$ cat src/rtl/dmem_arbiter_pkg.sv
// Shared types and constants for the two-port data-memory arbiter.
package dmem_arbiter_pkg;
    localparam int DATA_W = 32;

    localparam logic P0 = 1'b0;
    localparam logic P1 = 1'b1;

    typedef enum logic [1:0] {
        ST_IDLE   = 2'd0,
        ST_ACCESS = 2'd1,
        ST_DONE   = 2'd2
    } state_t;
endpackage

$ cat src/rtl/dmem_arbiter_if.sv
// Requester, memory and status signals of the arbiter; slave = arbiter side, master = requesters + memory.
interface dmem_arbiter_if;
    import dmem_arbiter_pkg::*;

    logic              p0_req, p0_we, p0_gnt, p0_rvalid, p0_err;
    logic [DATA_W-1:0] p0_addr, p0_wdata, p0_rdata;
    logic              p1_req, p1_we, p1_gnt, p1_rvalid, p1_err;
    logic [DATA_W-1:0] p1_addr, p1_wdata, p1_rdata;
    logic              mem_read, mem_write, busy;
    logic [DATA_W-1:0] mem_addr, mem_wdata, mem_rdata;

    modport slave (
        input  p0_req, p0_we, p0_addr, p0_wdata,
        input  p1_req, p1_we, p1_addr, p1_wdata,
        input  mem_rdata,
        output p0_gnt, p0_rvalid, p0_rdata, p0_err,
        output p1_gnt, p1_rvalid, p1_rdata, p1_err,
        output mem_read, mem_write, mem_addr, mem_wdata, busy
    );

    modport master (
        output p0_req, p0_we, p0_addr, p0_wdata,
        output p1_req, p1_we, p1_addr, p1_wdata,
        output mem_rdata,
        input  p0_gnt, p0_rvalid, p0_rdata, p0_err,
        input  p1_gnt, p1_rvalid, p1_rdata, p1_err,
        input  mem_read, mem_write, mem_addr, mem_wdata, busy
    );
endinterface

$ cat src/rtl/dmem_arbiter_rr_arb2.sv
// Two-way round-robin pick: on contention the port not granted last wins.
module rr_arb2 (
    input  logic [1:0] i_req,
    input  logic       i_last_grant,
    output logic [1:0] o_gnt
);
    always_comb begin
        o_gnt = i_req;
        if (i_req == 2'b11)
            o_gnt = i_last_grant ? 2'b01 : 2'b10;
    end
endmodule

$ cat src/rtl/dmem_arbiter.sv
// Shares one single-port data memory between two requesters, one access at a time,
// with a mandatory control-deassert cycle between accesses.
module dmem_arbiter
    import dmem_arbiter_pkg::*;
#(
    parameter int MEM_LAT   = 1,
    parameter int ADDR_BITS = 8
) (
    input logic           clk,
    input logic           reset,
    dmem_arbiter_if.slave bus
);
    localparam int CNT_W = (MEM_LAT > 1) ? $clog2(MEM_LAT) : 1;

    state_t            r_state;
    logic [CNT_W-1:0]  r_cnt;
    logic              r_owner, r_we, r_oor, r_last;
    logic [DATA_W-1:0] r_cap, r_rdata;
    logic [1:0]        r_gnt, r_rvalid;
    logic              r_err;
    logic              r_mem_read, r_mem_write;
    logic [DATA_W-1:0] r_mem_addr, r_mem_wdata;

    logic [1:0]        w_req, w_win;
    logic              w_win_id, w_sel_we, w_oor;
    logic [DATA_W-1:0] w_sel_addr, w_sel_wdata;

    assign w_req = {bus.p1_req, bus.p0_req};

    rr_arb2 u_arb (
        .i_req        (w_req),
        .i_last_grant (r_last),
        .o_gnt        (w_win)
    );

    assign w_win_id    = w_win[1];
    assign w_sel_we    = w_win_id ? bus.p1_we    : bus.p0_we;
    assign w_sel_addr  = w_win_id ? bus.p1_addr  : bus.p0_addr;
    assign w_sel_wdata = w_win_id ? bus.p1_wdata : bus.p0_wdata;
    // Shift rather than slice so ADDR_BITS == DATA_W stays legal.
    assign w_oor       = |(w_sel_addr >> ADDR_BITS);

    always_ff @(posedge clk or posedge reset) begin
        if (reset) begin
            r_state     <= ST_IDLE;
            r_cnt       <= '0;
            r_owner     <= P0;
            r_we        <= 1'b0;
            r_oor       <= 1'b0;
            r_last      <= P1;
            r_cap       <= '0;
            r_rdata     <= '0;
            r_gnt       <= '0;
            r_rvalid    <= '0;
            r_err       <= 1'b0;
            r_mem_read  <= 1'b0;
            r_mem_write <= 1'b0;
            r_mem_addr  <= '0;
            r_mem_wdata <= '0;
        end else begin
            r_gnt    <= '0;
            r_rvalid <= '0;
            r_err    <= 1'b0;
            r_rdata  <= '0;
            case (r_state)
                ST_IDLE: begin
                    if (|w_req) begin
                        r_owner <= w_win_id;
                        r_we    <= w_sel_we;
                        r_oor   <= w_oor;
                        r_gnt   <= w_win;
                        r_last  <= w_win_id;
                        r_cnt   <= '0;
                        if (w_oor) begin
                            r_state <= ST_DONE;
                        end else begin
                            r_state     <= ST_ACCESS;
                            r_mem_read  <= ~w_sel_we;
                            r_mem_write <= w_sel_we;
                            r_mem_addr  <= w_sel_addr;
                            r_mem_wdata <= w_sel_wdata;
                        end
                    end
                end
                ST_ACCESS: begin
                    r_cnt <= r_cnt + 1'b1;
                    if (r_cnt == CNT_W'(MEM_LAT - 1)) begin
                        r_cap       <= r_we ? '0 : bus.mem_rdata;
                        r_mem_read  <= 1'b0;
                        r_mem_write <= 1'b0;
                        r_state     <= ST_DONE;
                    end
                end
                ST_DONE: begin
                    r_rvalid[r_owner] <= 1'b1;
                    r_err             <= r_oor;
                    r_rdata           <= (r_we || r_oor) ? '0 : r_cap;
                    r_state           <= ST_IDLE;
                end
                default: r_state <= ST_IDLE;
            endcase
        end
    end

    assign bus.p0_gnt    = r_gnt[0];
    assign bus.p1_gnt    = r_gnt[1];
    assign bus.p0_rvalid = r_rvalid[0];
    assign bus.p1_rvalid = r_rvalid[1];
    assign bus.p0_err    = r_rvalid[0] & r_err;
    assign bus.p1_err    = r_rvalid[1] & r_err;
    assign bus.p0_rdata  = r_rvalid[0] ? r_rdata : '0;
    assign bus.p1_rdata  = r_rvalid[1] ? r_rdata : '0;
    assign bus.mem_read  = r_mem_read;
    assign bus.mem_write = r_mem_write;
    assign bus.mem_addr  = r_mem_addr;
    assign bus.mem_wdata = r_mem_wdata;
    assign bus.busy      = (r_state != ST_IDLE);
endmodule
$ cat src/flat_wrapper.sv
// flat-port wrapper written by rule: the top's interface ports become plain ports
module dmem_arbiter_flat import dmem_arbiter_pkg::*;
#(
    parameter int MEM_LAT   = 1,
    parameter int ADDR_BITS = 8
)
  (clk, reset, bus_p0_req, bus_p0_we, bus_p0_addr, bus_p0_wdata, bus_p1_req, bus_p1_we, bus_p1_addr, bus_p1_wdata, bus_mem_rdata, bus_p0_gnt, bus_p0_rvalid, bus_p0_rdata, bus_p0_err, bus_p1_gnt, bus_p1_rvalid, bus_p1_rdata, bus_p1_err, bus_mem_read, bus_mem_write, bus_mem_addr, bus_mem_wdata, bus_busy);
  dmem_arbiter_if bus_i ();
  input logic clk;
  input logic reset;
  input wire logic [$bits(bus_i.p0_req)-1:0] bus_p0_req;
  input wire logic [$bits(bus_i.p0_we)-1:0] bus_p0_we;
  input wire logic [$bits(bus_i.p0_addr)-1:0] bus_p0_addr;
  input wire logic [$bits(bus_i.p0_wdata)-1:0] bus_p0_wdata;
  input wire logic [$bits(bus_i.p1_req)-1:0] bus_p1_req;
  input wire logic [$bits(bus_i.p1_we)-1:0] bus_p1_we;
  input wire logic [$bits(bus_i.p1_addr)-1:0] bus_p1_addr;
  input wire logic [$bits(bus_i.p1_wdata)-1:0] bus_p1_wdata;
  input wire logic [$bits(bus_i.mem_rdata)-1:0] bus_mem_rdata;
  output wire logic [$bits(bus_i.p0_gnt)-1:0] bus_p0_gnt;
  output wire logic [$bits(bus_i.p0_rvalid)-1:0] bus_p0_rvalid;
  output wire logic [$bits(bus_i.p0_rdata)-1:0] bus_p0_rdata;
  output wire logic [$bits(bus_i.p0_err)-1:0] bus_p0_err;
  output wire logic [$bits(bus_i.p1_gnt)-1:0] bus_p1_gnt;
  output wire logic [$bits(bus_i.p1_rvalid)-1:0] bus_p1_rvalid;
  output wire logic [$bits(bus_i.p1_rdata)-1:0] bus_p1_rdata;
  output wire logic [$bits(bus_i.p1_err)-1:0] bus_p1_err;
  output wire logic [$bits(bus_i.mem_read)-1:0] bus_mem_read;
  output wire logic [$bits(bus_i.mem_write)-1:0] bus_mem_write;
  output wire logic [$bits(bus_i.mem_addr)-1:0] bus_mem_addr;
  output wire logic [$bits(bus_i.mem_wdata)-1:0] bus_mem_wdata;
  output wire logic [$bits(bus_i.busy)-1:0] bus_busy;
  assign bus_i.p0_req = bus_p0_req;
  assign bus_i.p0_we = bus_p0_we;
  assign bus_i.p0_addr = bus_p0_addr;
  assign bus_i.p0_wdata = bus_p0_wdata;
  assign bus_i.p1_req = bus_p1_req;
  assign bus_i.p1_we = bus_p1_we;
  assign bus_i.p1_addr = bus_p1_addr;
  assign bus_i.p1_wdata = bus_p1_wdata;
  assign bus_i.mem_rdata = bus_mem_rdata;
  assign bus_p0_gnt = bus_i.p0_gnt;
  assign bus_p0_rvalid = bus_i.p0_rvalid;
  assign bus_p0_rdata = bus_i.p0_rdata;
  assign bus_p0_err = bus_i.p0_err;
  assign bus_p1_gnt = bus_i.p1_gnt;
  assign bus_p1_rvalid = bus_i.p1_rvalid;
  assign bus_p1_rdata = bus_i.p1_rdata;
  assign bus_p1_err = bus_i.p1_err;
  assign bus_mem_read = bus_i.mem_read;
  assign bus_mem_write = bus_i.mem_write;
  assign bus_mem_addr = bus_i.mem_addr;
  assign bus_mem_wdata = bus_i.mem_wdata;
  assign bus_busy = bus_i.busy;
  dmem_arbiter #(.MEM_LAT(MEM_LAT), .ADDR_BITS(ADDR_BITS)) u_core (.clk(clk), .reset(reset), .bus(bus_i));
endmodule
$ cat config.mk
export PLATFORM = sky130hd
export DESIGN_NAME = dmem_arbiter_flat
export DESIGN_NICKNAME = d
export VERILOG_FILES = /design/src/rtl/dmem_arbiter_pkg.sv /design/src/rtl/dmem_arbiter_if.sv /design/src/rtl/dmem_arbiter_rr_arb2.sv /design/src/rtl/dmem_arbiter.sv /design/src/flat_wrapper.sv
export SDC_FILE = /design/constraint.sdc
export NUM_CORES = 1
export LEC_CHECK = 0
export CORE_ASPECT_RATIO = 0.7
export CORE_MARGIN = 1.5
export CORE_UTILIZATION = 35
export CTS_CLUSTER_DIAMETER = 80
export CTS_CLUSTER_SIZE = 14
export DETAILED_ROUTE_END_ITERATION = 10
export PLACE_DENSITY_LB_ADDON = 0.15
export SYNTH_ARGS = -nofsm -noshare
export SYNTH_HDL_FRONTEND = slang
export SYNTH_SLANG_ARGS = --single-unit
$ cat constraint.sdc
create_clock -name clk -period 6.5 [get_ports clk]
set_clock_uncertainty 0.05 [all_clocks]
set_input_delay 1.3 -clock clk [delete_from_list [all_inputs] [get_ports clk]]
set_output_delay 1.3 -clock clk [all_outputs]
set_load 0.02 [all_outputs]
==> run summary, run 1 <==
Num rows - 40
Syn. warnings - 0
Post-DRT Antenna Nets - 0
Synthesized area per cell - 10.4 um2
Routability cong. - 0.849
Core box area - 17500 um2
Post-route DRC - 0
Ant diodes - 0
Die Height - 116 um
Post-synth top flop - dfrtp_1
# hold bufs at CTS - 0
Max frequency - 253 MHz
Synth Area in XOR/XNOR - 0%
Post-CTS Setup Bufs - 0
Most frequent cell after synthesis - nand2_1
TNS Setup - 0 ns
Routed wire length - 18500 um
DR iter-0 viols - 223
Final period utilization - 60.7%
Simple-Gate Fraction of Synth Area - 27.5%
Max Buffers Root-to-Sink - 2
CTS H-Tree Depth - 4
Clock sink total - 142
Vias - 5157
Final setup violation count - 0
Combinational family with the most area after synthesis - simple AND/OR/NAND/NOR gates
Pins Over Slew Limit - 0
Worst hold path class - register to register
Leak - 4.82 nW
Post-Syn Nets - 774
Area grow syn2layout - 60.2%
IO Pins - 303
WL/cell - 16.2 um
Crit path DAT - 4.18 ns
Reg clk slew, reported paths - 0.06 ns
Synth Area in Compound Gates - 3.51%
Finished Cell Area - 10200 um2
Multiplexer area fraction after synthesis - 10.0%
Final Hold Fails - 0
Commonest cells post-synth - nand2_1 (160), dfrtp_1 (141), and2_1 (124)
Type of destination of the critical path - register
Fin nets - 1065
Switching share of power - 23.1%
Vias per cell - 4.51
Synth area leader - dfrtp_1
Worst setup SP type - input port
Placed standard-cell area - 9550 um2
Die area - 19000 um2
Starting Density - 36.4%
Vias in the first global route - 5171
Clk_lat worst skew - 0.40 ns
Post-layout min period - 3.95 ns
Worst Tran Pin Value - 1.27 ns
Post-synth EDFFs - 0
Post-CTS sizing - 0
Worst hold margin - 0.418 ns
CTS buffer count - 17
Yosys cell types - 27
Die width - 164 um
Comb power frac - 10.9%
Fin cells - 1143
Gr ovfl total - 0
DR pass1 iterations - 4
Top cells by area, synth - dfrtp_1 (56%), and2_1 (12%), mux2_4 (9.7%)
WP data required - 6.73 ns
RSZ-0062 raised after global routing - false
Kind of critical path - input port to register
Relative slew margins - 14.9%
Crit Path Max Fanout - 43
Port Buffers - 302
Seq/Total Area, Yosys - 55.9%
Max IR drop VDD - 0.000148 V
Internal power - 1.69 mW
Syn Inst Count - 608
Pre-CTS setup slack - 2.12 ns
Area share of the largest cell type after synthesis - 55.5%
Cell Area, Synth - 6350 um2
Sw power - 0.507 mW
Clock network power share - 47.0%
Asr flop ratio synth - 100%
Max-cap viol count - 0
Cell Pwr Density - 216 nW/um2
Largest net degree at the start of global routing - 88
Initial antenna violation count - 0
Outcome - finished, final reports clean
#FFs+latches synth - 142
CTS root buffer - clkbuf_16
Seq pwr share - 42.1%
Post-route setup slack - 2.55 ns
Final Core Density - 58.3%
First-pass GRT wire length - 28100 um
GR Util All Layers - 19.5%
Post-DP HPWL - 13700 um
Synth Area in Adders - 0%
Overall Power - 2.20 mW
CTS tree - built
Placed Cells - 1111
Share of cells above drive strength 1 - 9.10%
[routing by layer]
metal / routed length [um] / global-route usage, %
met2: 8550 / 30.2
met1: 8500 / 27.0
met4: 248 / 5.52
met3: 1230 / 5.23
met5: 0 / 0
[registers in the layout, indices dropped and copies added, names as in the netlist, 2 cells and up]
name,flops
u_core.bus.mem_addr,32
u_core.r_cap,32
u_core.r_rdata,32
u_core.r_state,2
u_core.r_rvalid,2
u_core.bus.mem_wdata,32
u_core.r_gnt,2
[power groups by stage]
stage | Clock, mW | Sequential, mW | Combinational, mW
floorplan | 0 | 0.921 | 0.113
detailed placement | 0 | 0.942 | 0.242
global placement | 0 | 0.941 | 0.238
finish | 1.03 | 0.925 | 0.240
CTS | 1.05 | 0.926 | 0.243
global route | 1.09 | 0.929 | 0.264
[area by class of cell]
| type | instances | area [um2] |
|---|---|---|
| fillers | 1487 | 7290 |
| clock buffers | 20 | 447 |
| flip-flops and latches | 142 | 3550 |
| multi-input cells | 428 | 2620 |
| clock inverters | 12 | 184 |
| inverters | 3 | 16.3 |
| well taps | 231 | 289 |
| repair buffers | 307 | 3070 |
[layout by cell type (no fill, tap or decap), types with 2 or more instances in the layout]
| cell | Yosys | layout |
|---|---|---|
| clkdlybuf4s50_1 | 0 | 302 |
| nand2_1 | 160 | 160 |
| dfrtp_1 | 141 | 141 |
| and2_1 | 124 | 124 |
| mux2_4 | 41 | 41 |
| o21ai_0 | 35 | 35 |
| nand2b_1 | 32 | 32 |
| clkbuf_16 | 0 | 17 |
| nor4_1 | 12 | 12 |
| nor2_1 | 6 | 6 |
| bufinv_16 | 0 | 4 |
| buf_4 | 0 | 4 |
| inv_6 | 0 | 3 |
| clkinv_4 | 0 | 3 |
| inv_1 | 3 | 2 |
| nand4_1 | 2 | 2 |
| nor3_2 | 1 | 2 |
| and3_1 | 2 | 2 |
| mux2i_1 | 2 | 2 |
| a21oi_1 | 2 | 2 |
| clkinvlp_4 | 0 | 2 |
| clkbuf_1 | 27 | 2 |
[final timing paths]
path	from	to	slack [ns]	cells past startpoint
worst max-delay path	bus_p0_req	u_core.bus.mem_wdata[25]	2.55	8
worst min-delay path	u_core.r_owner	u_core.r_rvalid[0]	0.42	1
worst max register to register	u_core.r_last	u_core.bus.mem_wdata[25]	3.45	7
worst min register to register	u_core.r_owner	u_core.r_rvalid[0]	0.42	1
max in group asynchronous	reset	u_core.r_rdata[14]	3.80	3
min in group asynchronous	reset	u_core.bus.mem_addr[16]	1.36	2
[kinds of logic after synthesis]
| family | Yosys count |
|---|---|
| and+or+nand+nor | 343 |
| DFF | 142 |
| muxes | 43 |
| AOI/OAI and AO/OA | 42 |
| buffers and inverters | 38 |
[worst max-delay path: stages]
cell,delay [ns]
clkdlybuf4s50_1,0.52
nand2_1,0.08
nand2_1,0.06
buf_4,0.40
nor3_2,0.14
o21ai_4,0.98
buf_12,0.33
mux2_4,0.32
Power figures use the tool's default switching activity.
==> run 2, diff against run 1 <==
Clock period 6.5 ns to 3.3 ns, I/O delays scaled along.
==> run 2 against run 1 <==
Compared with the run above: via count decreased by 0.45%; total power increased by 94%; cell count increased by 0.44%; sequential share of layout area decreased by 0.090 points; die area unchanged; sequential power increased by 92%.
==> run summary, run 2 (same netlist as run 1, synthesis figures left out) <==
Placed Cells - 1116 (+0.45%)
DR pass1 iterations - 4 (unchanged)
Fillers - 1483 (-0.27%)
Post-route DRC - 0 (unchanged)
# hold bufs at CTS - 0 (unchanged)
Clock network power share - 45.8% (-1.2 points)
CTS root buffer - clkbuf_16
First-pass GRT wire length - 27400 um (-2.8%)
Die width - 164 um (unchanged)
Type of destination of the critical path - primary output
Final Core Density - 58.4% (+0.15 points)
Most common cell after layout, fill and taps aside - clkdlybuf4s50_1
Final Hold Fails - 0 (unchanged)
Comb power frac - 12.4% (+1.5 points)
Commonest non-fill, non-tap cells in the layout - clkdlybuf4s50_1 (302), nand2_1 (160), dfrtp_1 (141)
Starting Density - 36.4% (unchanged)
Final setup violation count - 0 (unchanged)
Worst hold path class - register to register
Fin nets - 1070 (+0.47%)
Leak - 4.84 nW (+0.45%)
Max frequency - 389 MHz
Core box area - 17500 um2 (unchanged)
Reg clk slew, reported paths - 0.06 ns (about the same)
Max-cap viol count - 0 (unchanged)
Kind of critical path - register to primary output
Overall Power - 4.25 mW (+94%)
Post-layout min period - 2.57 ns
Worst setup SP type - register
DR iter-0 viols - 227 (+1.8%)
WL/cell - 15.8 um (-2.8%)
Num rows - 40 (unchanged)
Worst Tran Pin Value - 1.03 ns (-0.243 ns)
Share of cells above drive strength 1 - 9.71% (+0.60 points)
Outcome - finished, final reports clean
GR Util All Layers - 18.9% (-0.60 points)
Crit Path Max Fanout - 34 (-21%)
Worst hold margin - 0.422 ns (+0.00410 ns)
Fin cells - 1148 (+0.44%)
Vias per cell - 4.47 (-0.88%)
Crit path DAT - 1.86 ns (-2.32 ns)
Register area - 3550 um2 (unchanged)
TNS Setup - 0 ns (unchanged)
Clk_lat worst skew - 0.40 ns (about the same)
Largest net degree at the start of global routing - 143 (+63%)
Routed wire length - 18100 um (-2.4%)
WP data required - 2.59 ns (-4.14 ns)
CTS buffer count - 17 (unchanged)
Initial antenna violation count - 0 (unchanged)
Pins Over Slew Limit - 0 (unchanged)
Max IR drop VDD - 0.000344 V (+130%)
Gr ovfl total - 0 (unchanged)
IO Pins - 303 (unchanged)
Internal power - 3.26 mW (+93%)
Area grow syn2layout - 60.6%
RSZ-0062 raised after global routing - false
CTS tree - built
Switching share of power - 23.3% (+0.23 points)
Vias - 5134 (-0.45%)
Die area - 19000 um2 (unchanged)
Clock sink total - 142 (unchanged)
Post-CTS Setup Bufs - 0 (unchanged)
Final period utilization - 77.8%
Multi-input gate area - 2620 um2 (unchanged)
CTS H-Tree Depth - 4 (unchanged)
Sw power - 0.991 mW (+95%)
Seq pwr share - 41.8% (-0.3 points)
Post-DP HPWL - 13400 um (-2.1%)
Vias in the first global route - 5187 (+0.31%)
Max Buffers Root-to-Sink - 2 (unchanged)
Ant diodes - 0 (unchanged)
Cell Pwr Density - 416 nW/um2 (+93%)
Routability cong. - 0.803 (-5.5%)
Die Height - 116 um (unchanged)
Relative slew margins - 31.5% (+17 points)
Post-DRT Antenna Nets - 0 (unchanged)
Post-CTS sizing - 0 (unchanged)
Port Buffers - 302 (unchanged)
[run 2: cell count changes in the layout (fill, tap and decap cells not counted), sizes merged]
cell,change
clkinv,+4
buf,+5
bufinv,-1
clkbuf,-1
inv,-2
[run 2: critical path: stages (launching register included)]
cell	delay, ns
dfrtp_1	0.32
buf_4	0.29
and2_1	0.22
clkdlybuf4s50_1	0.63
[run 2: layout make-up]
cell class / instances / area share (%)
Tap cell: 231 / 2.83
Clock inverter: 13 / 1.62
Sequential cell: 142 / 34.8
Multi-Input combinational cell: 428 / 25.6
Inverter: 3 / 0.147
Timing Repair Buffer: 312 / 30.6
Clock buffer: 19 / 4.34
[run 2: final timing paths]
path / startpoint / endpoint / slack [ns] / depth (start not counted)
min in group asynchronous: reset / u_core.r_cap[5] / 0.70 / 3
worst min-delay path: u_core.r_cap[12] / u_core.r_cap[12] / 0.42 / 2
worst max register to register: u_core.r_state[1] / u_core.bus.mem_read / 1.15 / 3
worst min register to register: u_core.r_cap[12] / u_core.r_cap[12] / 0.42 / 2
max in group asynchronous: reset / u_core.bus.mem_addr[22] / 1.82 / 3
worst max-delay path: u_core.r_rvalid[0] / bus_p0_rdata[7] / 0.73 / 3
[run 2: power by group through the flow]
stage	clock network (mW)	registers (mW)	logic, mW
finish	1.95	1.78	0.527
global route	2.07	1.78	0.587
CTS	1.99	1.78	0.537
detailed placement	0	1.81	0.534
global placement	0	1.81	0.527
floorplan	0	1.82	0.223
[run 2: per-stage QoR]
stage / worst slack (ns) / cell area [um2]
after global placement: 0.334 / 9600
after CTS: 0.701 / 10200
after detailed placement: 0.343 / 9600
after floorplan: 0.814 / 6360
after global routing: 0.621 / 10200
final: 0.732 / 10200
[run 2: metal layers]
layer / vias to the layer above / share of wire (%) / wire [um] / global-route usage (%)
met5: - / 0 / 0 / 0
li1: 2526 / - / - / -
met1: 2439 / 45 / 8140 / 25.6
met4: 0 / 1.1 / 208 / 5.82
met3: 10 / 6.9 / 1240 / 5.37
met2: 159 / 47 / 8500 / 29.5
==> run 3, diff against run 2 <==
Clock period 3.3 ns to 2.2 ns, I/O delays scaled along.
==> run 3 against run 2 <==
Compared with the run above: count of clock-buffer cells in the layout is the same; largest cell class unchanged; final area grew 0.54%; sequential share of layout area shrank 0.19 points; highest routed layer unchanged; critical path depth grew 4; worst hold slack lost 0.063 ns; sequential cell count is the same; total power grew 47%; global-route usage grew 0.40 points; wire length grew 1.8%; non-clock buffer count grew 11; clock power grew 43%; via count grew 1.3%; largest power group unchanged.
==> run summary, run 3 (same netlist as run 1, synthesis figures left out) <==
Vias per cell - 4.49 (+0.30%)
CTS tree - built
Pins Over Slew Limit - 0 (unchanged)
Share of cells above drive strength 1 - 11.1% (+1.4 points)
Post-layout min period - 2.17 ns
Worst hold margin - 0.359 ns (-0.0631 ns)
CTS buffer count - 17 (unchanged)
Cell Pwr Density - 611 nW/um2 (+47%)
Final Hold Fails - 0 (unchanged)
Largest net degree at the start of global routing - 53 (-63%)
Routability cong. - 0.792 (-1.4%)
Die width - 164 um (unchanged)
CTS root buffer - clkbuf_16
Max-cap viol count - 0 (unchanged)
Worst Tran Pin Value - 0.480 ns (-0.548 ns)
Relative slew margins - 68.0% (+36 points)
Outcome - finished, final reports clean
Die Height - 116 um (unchanged)
Clk_lat worst skew - 0.40 ns (about the same)
IO Pins - 303 (unchanged)
Post-DP HPWL - 14000 um (+4.0%)
Reg clk slew, reported paths - 0.06 ns (about the same)
Final Core Density - 58.7% (+0.32 points)
Worst hold path class - input port to async pin
Vias - 5199 (+1.3%)
Final setup violation count - 0 (unchanged)
Gr ovfl total - 0 (unchanged)
Max IR drop VDD - 0.000449 V (+30%)
Core box area - 17500 um2 (unchanged)
WL/cell - 15.9 um (+0.80%)
Crit Path Max Fanout - 31 (-8.8%)
Worst setup SP type - input port
Starting Density - 36.4% (unchanged)
Ant diodes - 0 (unchanged)
DR iter-0 viols - 234 (+3.1%)
Commonest non-fill, non-tap cells in the layout - clkdlybuf4s50_1 (235), nand2_1 (160), dfrtp_1 (141)
Post-DRT Antenna Nets - 0 (unchanged)
Die area - 19000 um2 (unchanged)
Most common cell after layout, fill and taps aside - clkdlybuf4s50_1
Post-route DRC - 0 (unchanged)
Crit path DAT - 2.40 ns (+0.54 ns)
Max frequency - 462 MHz
Port Buffers - 302 (unchanged)
Final period utilization - 98.4%
RSZ-0062 raised after global routing - false
Fin nets - 1081 (+1.0%)
Vias in the first global route - 5302 (+2.2%)
Max Buffers Root-to-Sink - 2 (unchanged)
DR pass1 iterations - 4 (unchanged)
Post-route setup slack - 0.0343 ns (-0.698 ns)
Leak - 5.24 nW (+8.2%)
Initial antenna violation count - 0 (unchanged)
Fin cells - 1159 (+0.96%)
Placed Cells - 1127 (+0.99%)
Type of destination of the critical path - register
Pre-CTS setup slack - -0.423 ns (-0.766 ns)
R2R depth - 6 (+3)
Kind of critical path - input port to register
Num rows - 40 (unchanged)
Routed wire length - 18400 um (+1.8%)
Area grow syn2layout - 61.5%
First-pass GRT wire length - 27900 um (+2.1%)
WP data required - 2.44 ns (-0.15 ns)
GR Util All Layers - 19.3% (+0.40 points)
CTS H-Tree Depth - 4 (unchanged)
Fillers - 1482 (-0.067%)
Clock sink total - 142 (unchanged)
Post-CTS Setup Bufs - 0 (unchanged)
## run 3: cell count changes in the layout (fill, tap and decap cells not counted), sizes merged
cell           change
clkinvlp           +4
buf               +11
bufinv             -2
dlygate4sd2       +65
clkdlybuf4s50     -67
inv                +3
clkinv             -5
dlymetal6s2s       +2
## run 3: path summary, 6_finish.rpt
path | from | to | slack [ns]
min | reset | u_core.r_cap[2] | 0.36
max reg2reg | u_core.r_state[1] | u_core.bus.mem_wdata[27] | 0.26
max in group asynchronous | reset | u_core.r_last | 1.10
min in group clk | u_core.r_owner | u_core.r_rvalid[0] | 0.41
max | bus_p0_addr[30] | u_core.bus.mem_wdata[27] | 0.03
min reg2reg | u_core.r_owner | u_core.r_rvalid[0] | 0.41
## run 3: repair_timing
action,in CTS,in global routing
pin swaps,0,0
setup endpoints to repair,65,41
gates resized for setup,65,4
cloned,0,0
hold buffers,0,0
## run 3: metal layers
| metal | GRT usage [%] | routed length, um | up-vias |
|---|---|---|---|
| li1 | - | - | 2545 |
| met1 | 26.4 | 8540 | 2491 |
| met2 | 30.5 | 8540 | 152 |
| met3 | 5.40 | 1210 | 11 |
| met4 | 4.73 | 124 | 0 |
| met5 | 0 | 0 | - |
## run 3: worst max-delay path: stages
cell and delay (ns):
clkdlybuf4s50_1 0.42, nor4_2 0.36, nand4_1 0.23, nor3_4 0.29
o21ai_4 0.12, buf_12 0.20, mux2_4 0.31
## run 3: area by class of cell
cell class | instances | area, um2 | area share, %
clock buffer | 19 | 453 | 4.41
inverter | 3 | 15.0 | 0.146
tap | 231 | 289 | 2.82
clock inverter | 13 | 129 | 1.26
timing repair buffer | 323 | 3190 | 31.1
sequential | 142 | 3550 | 34.6
multi-input combinational | 428 | 2630 | 25.6
## run 3: power breakdown
group / switching [mW] / leakage (nW) / total [mW] / internal [mW]
clock: 1.14 / 0.269 / 2.78 / 1.64
combinational: 0.372 / 3.17 / 0.822 / 0.450
sequential: 0.0289 / 1.79 / 2.67 / 2.64
total: 1.54 / 5.24 / 6.27 / 4.73
## run 3: per-stage QoR
step	instance area (um2)	setup TNS [ns]	power, mW
2_1_floorplan	6360	-9.34	3.06
3_3_place_gp	9740	-27.68	3.54
3_5_place_dp	9740	-23.70	3.55
4_1_cts	10200	0	6.34
5_1_grt	10300	0	6.55
6_report	10300	0	6.27
